[config.mk]
export PLATFORM = sky130hd
export DESIGN_NAME = zig_fifo_sched
export DESIGN_NICKNAME = d
export VERILOG_FILES = /design/src/rtl/zig_fifo_sched_pkg.sv /design/src/rtl/zig_fifo_sched.sv
export SDC_FILE = /design/constraint.sdc
export NUM_CORES = 1
export LEC_CHECK = 0
export ABC_AREA = 1
export CAP_MARGIN = 20
export CORE_UTILIZATION = 37
export DETAILED_ROUTE_END_ITERATION = 8
export HOLD_SLACK_MARGIN = 0.02
export PLACE_DENSITY_LB_ADDON = 0.2
export SYNTH_ARGS = -nofsm -noshare
export SYNTH_HDL_FRONTEND = slang
export SYNTH_SLANG_ARGS = --single-unit
[constraint.sdc]
create_clock -name clk -period 1.35 [get_ports clk]
set_clock_uncertainty 0.2 [all_clocks]
set_input_delay 0.405 -clock clk [delete_from_list [all_inputs] [get_ports clk]]
set_output_delay 0.405 -clock clk [all_outputs]
set_load 0.05 [all_outputs]
[src/rtl/zig_fifo_sched_pkg.sv]
// Shared types for the zig-zag MCU scheduler: FSM state and component select.
package zig_fifo_sched_pkg;

    typedef enum logic [2:0] {
        ST_IDLE   = 3'd0,
        ST_FETCH  = 3'd1,
        ST_LOAD   = 3'd2,
        ST_STREAM = 3'd3,
        ST_DONE   = 3'd4
    } state_t;

    typedef enum logic [1:0] {
        COMP_Y = 2'd0,
        COMP_U = 2'd1,
        COMP_V = 2'd2
    } comp_t;

endpackage

[src/rtl/zig_fifo_sched.sv]
// Pops one Y/U/V MCU at a time from the MCU FIFO and walks its coefficients
// (Y then U then V, index 0..N-1) towards a serial consumer.
module zig_fifo_sched
    import zig_fifo_sched_pkg::*;
#(
    parameter int FIFO_SIZE = -1,
    parameter int MCU_SIZE  = -1,
    localparam int unsigned N     = 32'(MCU_SIZE * MCU_SIZE),
    localparam int unsigned IDX_W = (N > 1) ? $clog2(N) : 1
) (
    input  logic             clk,
    input  logic             n_rst,
    input  logic             i_in_valid,
    output logic             o_in_ready,
    output logic             o_fifo_we,
    output logic             o_fifo_re,
    output logic             o_fifo_wait,
    input  logic             i_fifo_empty,
    input  logic             i_fifo_full,
    input  logic             i_fifo_valid,
    input  logic             i_fifo_last,
    input  logic             i_out_ready,
    output logic             o_out_valid,
    output logic [1:0]       o_comp,
    output logic [IDX_W-1:0] o_coef_idx,
    output logic             o_coef_last,
    output logic             o_frame_done,
    output logic             o_busy
);

    localparam logic [IDX_W-1:0] IDX_LAST = IDX_W'(N - 1);
    localparam logic [IDX_W-1:0] IDX_PEN  = IDX_W'(N - 2);

    state_t           state_q;
    comp_t            comp_q;
    logic [IDX_W-1:0] idx_q;
    logic             last_q;
    logic             out_valid_q;
    logic             coef_last_q;
    logic             frame_done_q;
    logic             busy_q;

    // FIFO-side strobes follow the FSM state within the cycle so an empty
    // FIFO is never popped and the output valid is frozen as soon as it lands.
    assign o_in_ready  = !i_fifo_full;
    assign o_fifo_we   = i_in_valid && !i_fifo_full;
    assign o_fifo_re   = (state_q == ST_FETCH) && !i_fifo_empty;
    assign o_fifo_wait = (state_q == ST_STREAM) || ((state_q == ST_LOAD) && i_fifo_valid);

    assign o_out_valid  = out_valid_q;
    assign o_comp       = comp_q;
    assign o_coef_idx   = idx_q;
    assign o_coef_last  = coef_last_q;
    assign o_frame_done = frame_done_q;
    assign o_busy       = busy_q;

    always_ff @(posedge clk) begin
        if (!n_rst) begin
            state_q      <= ST_IDLE;
            comp_q       <= COMP_Y;
            idx_q        <= '0;
            last_q       <= 1'b0;
            out_valid_q  <= 1'b0;
            coef_last_q  <= 1'b0;
            frame_done_q <= 1'b0;
            busy_q       <= 1'b0;
        end else begin
            frame_done_q <= 1'b0;
            unique case (state_q)
                ST_IDLE: begin
                    if (!i_fifo_empty) begin
                        state_q <= ST_FETCH;
                        busy_q  <= 1'b1;
                    end
                end
                ST_FETCH: begin
                    if (!i_fifo_empty) begin
                        state_q <= ST_LOAD;
                    end else begin
                        state_q <= ST_IDLE;
                        busy_q  <= 1'b0;
                    end
                end
                ST_LOAD: begin
                    if (i_fifo_valid) begin
                        last_q      <= i_fifo_last;
                        comp_q      <= COMP_Y;
                        idx_q       <= '0;
                        out_valid_q <= 1'b1;
                        coef_last_q <= 1'b0;
                        state_q     <= ST_STREAM;
                    end
                end
                ST_STREAM: begin
                    if (i_out_ready) begin
                        // Flag is registered one step early so it aligns with V[N-1].
                        coef_last_q <= last_q && (comp_q == COMP_V) && (idx_q == IDX_PEN);
                        if (idx_q != IDX_LAST) begin
                            idx_q <= idx_q + IDX_W'(1);
                        end else begin
                            idx_q <= '0;
                            if (comp_q != COMP_V) begin
                                comp_q <= (comp_q == COMP_Y) ? COMP_U : COMP_V;
                            end else begin
                                out_valid_q <= 1'b0;
                                if (last_q) begin
                                    state_q      <= ST_DONE;
                                    frame_done_q <= 1'b1;
                                end else if (!i_fifo_empty) begin
                                    state_q <= ST_FETCH;
                                end else begin
                                    state_q <= ST_IDLE;
                                    busy_q  <= 1'b0;
                                end
                            end
                        end
                    end
                end
                ST_DONE: begin
                    last_q  <= 1'b0;
                    state_q <= ST_IDLE;
                    busy_q  <= 1'b0;
                end
                default: begin
                    state_q <= ST_IDLE;
                    busy_q  <= 1'b0;
                end
            endcase
        end
    end

    // FIFO_SIZE sizes the companion FIFO; only its legality matters here.
    param_legal: assert property (@(posedge clk) (FIFO_SIZE > 0) && (MCU_SIZE > 1));

endmodule

==> load_flow_metrics.sql <==
INSERT INTO impl_metrics (metric_group, metric, value, unit) VALUES
('place', 'place_congestion', '0.8481', ''),
('sta', 'finalMaxSlewViolations', '0', ''),
('clocking', 'htreeDepth', '1', ''),
('die', 'initial_utilization', '39.90', '%'),
('die', 'fp.dieH', '39.46', 'um'),
('clocking', 'clock_latency', '260', 'ps'),
('worst_setup_path', 'worst-path-max-fanout', '3', ''),
('layout', 'fillers', '54', ''),
('route', 'drt_first_pass_iters', '6', ''),
('sta', 'grt_setup_unrepaired', 'yes', ''),
('outcome', 'status', 'finished with violations', ''),
('layout', 'layout.nets', '131', ''),
('route', 'drt_iter0_drc', '32', ''),
('clocking', 'ctsHoldBuffers', '0', ''),
('route', 'route.detailed.wl_per_inst', '15.31', 'um'),
('worst_setup_path', 'worst_ep_required_time', '750', 'ps'),
('logic_synthesis', 'synth_area', '519.2', 'um2'),
('layout', 'n_antenna_cell', '0', ''),
('place', 'placed_area', '945.9', 'um2'),
('pwr', 'power_dens_cells', '1729', 'mW/mm2'),
('sta', 'holdWs', '271.3', 'ps'),
('sta', 'finalCriticalPeriod', '1735', 'ps'),
('job', 'max_cap_violation_count', '0', ''),
('route', 'vias_post_dr', '738', ''),
('die', 'floorplan.core_area', '0.001301', 'mm2'),
('layout', 'final_area', '0.001186', 'mm2'),
('die', 'die_width', '39.46', 'um'),
('logic_synthesis', 'syn-mean-instance-area', '6.491', 'um2'),
('sta', 'setup_tns', '-1823', 'ps'),
('route', 'remaining_drc_errors', '0', ''),
('grt', 'global_route.overflow_total', '0', ''),
('layout', 'final_cell_mix', 'buf_4, nand2_1, buf_6', ''),
('place', 'place.port_buffers', '16', ''),
('pwr', 'vdd_ir_drop_max', '1.590', 'mV'),
('route', 'final_antenna_net_count', '0', ''),
('grt', 'grt_pass1_wl', '2.904', 'mm'),
('pwr', 'static-leakage-power', '0.0005434', 'uW'),
('sta', 'max_clock_freq', '576.4', 'MHz'),
('logic_synthesis', 'ys_seq_elements', '9', ''),
('die', 'fp.dieArea', '0.001557', 'mm2'),
('outcome', 'failed_checks', 'setup timing', ''),
('clocking', 'cts.clk_slew.worst_paths', '60', 'ps'),
('clocking', 'sinks_on_clock_net', '9', ''),
('sta', 'final.period_utilization', '128.5', '%'),
('route', 'finalWirelength', '2.098', 'mm'),
('sta', 'setup_viol', '15', ''),
('clocking', 'root_buffer', 'clkbuf_4', ''),
('clocking', 'numCtsBuffers', '3', ''),
('grt', 'largest_net_degree_at_the_start_of_global_routing', '7', ''),
('die', 'io_pins', '19', ''),
('worst_setup_path', 'worstSetupStartpointType', 'flip-flop', ''),
('layout', 'syn2layout_area_growth', '128.4', '%'),
('worst_setup_path', 'crit_arrival', '1130', 'ps'),
('place', 'post-dp-hpwl', '1.095', 'mm'),
('grt', 'track_usage', '29.25', '%'),
('sta', 'layout_setup_ws', '-385.0', 'ps'),
('die', 'row_count', '13', ''),
('logic_synthesis', 'postSynthCellCount', '80', ''),
('logic_synthesis', 'synth_warnings', '0', ''),
('layout', 'drive_above_1_share', '67.21', '%'),
('worst_hold_path', 'worst_hold_path_type', 'reg2reg', ''),
('worst_setup_path', 'worst-setup-path-type', 'reg2out', ''),
('sta', 'timing.final.hold_violations', '0', ''),
('clocking', 'cts_tree', 'done', ''),
('worst_setup_path', 'cp-end-kind', 'primary output', ''),
('logic_synthesis', 'netlist-cell-type-count', '19', ''),
('grt', 'antenna_violations_before_repair', '0', ''),
('logic_synthesis', 'synth.yosys.seq_area_share', '34.70', '%'),
('grt', 'via_count_of_the_first_global_routing_pass', '673', ''),
('route', 'vias_per_cell', '5.387', ''),
('clocking', 'cts_max_path_buffers', '2', ''),
('layout', 'layout_commonest_cell', 'buf_4', '');
## flip-flops by register name, summed over array words and instances (netlist names)
register      count
last_q            1
o_busy            1
o_comp            2
o_frame_done      1
o_out_valid       1
state_q           3
## final timing paths
| path | from | end | slack [ps] | cells after the start |
|---|---|---|---|---|
| min | last_q | state_q[2] | 270 | 2 |
| max reg2reg | state_q[0] | o_busy | -170 | 10 |
| max | state_q[2] | o_fifo_re | -390 | 4 |
| min reg2reg | last_q | state_q[2] | 270 | 2 |
## layout make-up
class / instances / area, um2 / area share (%)
multi-input cells: 56 / 426.7 / 35.97
well taps: 15 / 18.77 / 1.582
inverters: 13 / 51.30 / 4.325
repair buffers: 40 / 462.9 / 39.03
flip-flops and latches: 9 / 200.2 / 16.88
clock buffers: 4 / 26.28 / 2.215
## stage by stage
step / setup WS (ps) / utilization [%] / cells / total power, uW
after floorplan: -86.21 / - / 81 / 1006
after global placement: -528.8 / 72.69 / 124 / 1413
after detailed placement: -563.6 / 72.69 / 124 / 1434
after CTS: -342.3 / 86.25 / 135 / 1853
after global routing: -397.9 / 91.15 / 137 / 2135
final: -385.0 / 91.15 / 137 / 2051
## cells in the mapped netlist
cell     number  area share (%)
a21oi_1       6             5.8
a21oi_2       1             1.7
a31oi_1       1             1.2
buf_2         1            0.96
buf_4         2             2.9
conb_1        1            0.72
dfxtp_1       9              35
inv_1        12             8.7
inv_2         1            0.72
nand2_1      17              12
nand2_2       3             3.6
nand3_1       6             5.8
nand3_2       2             3.9
nor2_1       12             8.7
nor2_2        2             2.4
nor2_4        1             2.2
nor3_1        1            0.96
o211a_1       1             1.9
o21ai_0       1            0.96
## kinds of logic (layout without fill, tap and decap cells)
| group | Yosys count | after routing | share of synthesized area (%) |
|---|---|---|---|
| buffers and inverters | 16 | 57 | 13.25 |
| flip-flops | 9 | 9 | 34.70 |
| AO/OA/AOI/OAI | 10 | 10 | 11.57 |
| AND/OR/NAND/NOR | 44 | 44 | 39.76 |
| other | 1 | 2 | 0.7222 |
## where the power goes
| part | leakage, uW | switching, uW | internal [uW] |
|---|---|---|---|
| Clock | 0.0000150 | 93.4 | 114 |
| Combinational | 0.000450 | 762 | 632 |
| Sequential | 0.0000780 | 106 | 344 |
## what timing repair did
action | in CTS | in global routing
gates resized for setup | 46 | 16
endpoints found under the setup margin | 18 | 17
pin swaps | 10 | 17
buffers inserted | 7 | 3
## worst max-delay path, cell delays in order (launching register included)
cell and delay, ps:
dfxtp_4 370, inv_4 80, nand3_4 90, nor2_4 180
buf_12 150
## layer usage
layer  track usage (%)  share of wire (%)  wire (um)  vias up
li1                  -                  -          -      333
met1             28.42                 34        714      344
met2             51.23                 53       1115       46
met3             6.250                7.5        157       15
met4             25.00                5.3        111        0
met5                 0                  0          0        -
No activity file was read; power rests on OpenSTA's default activity.
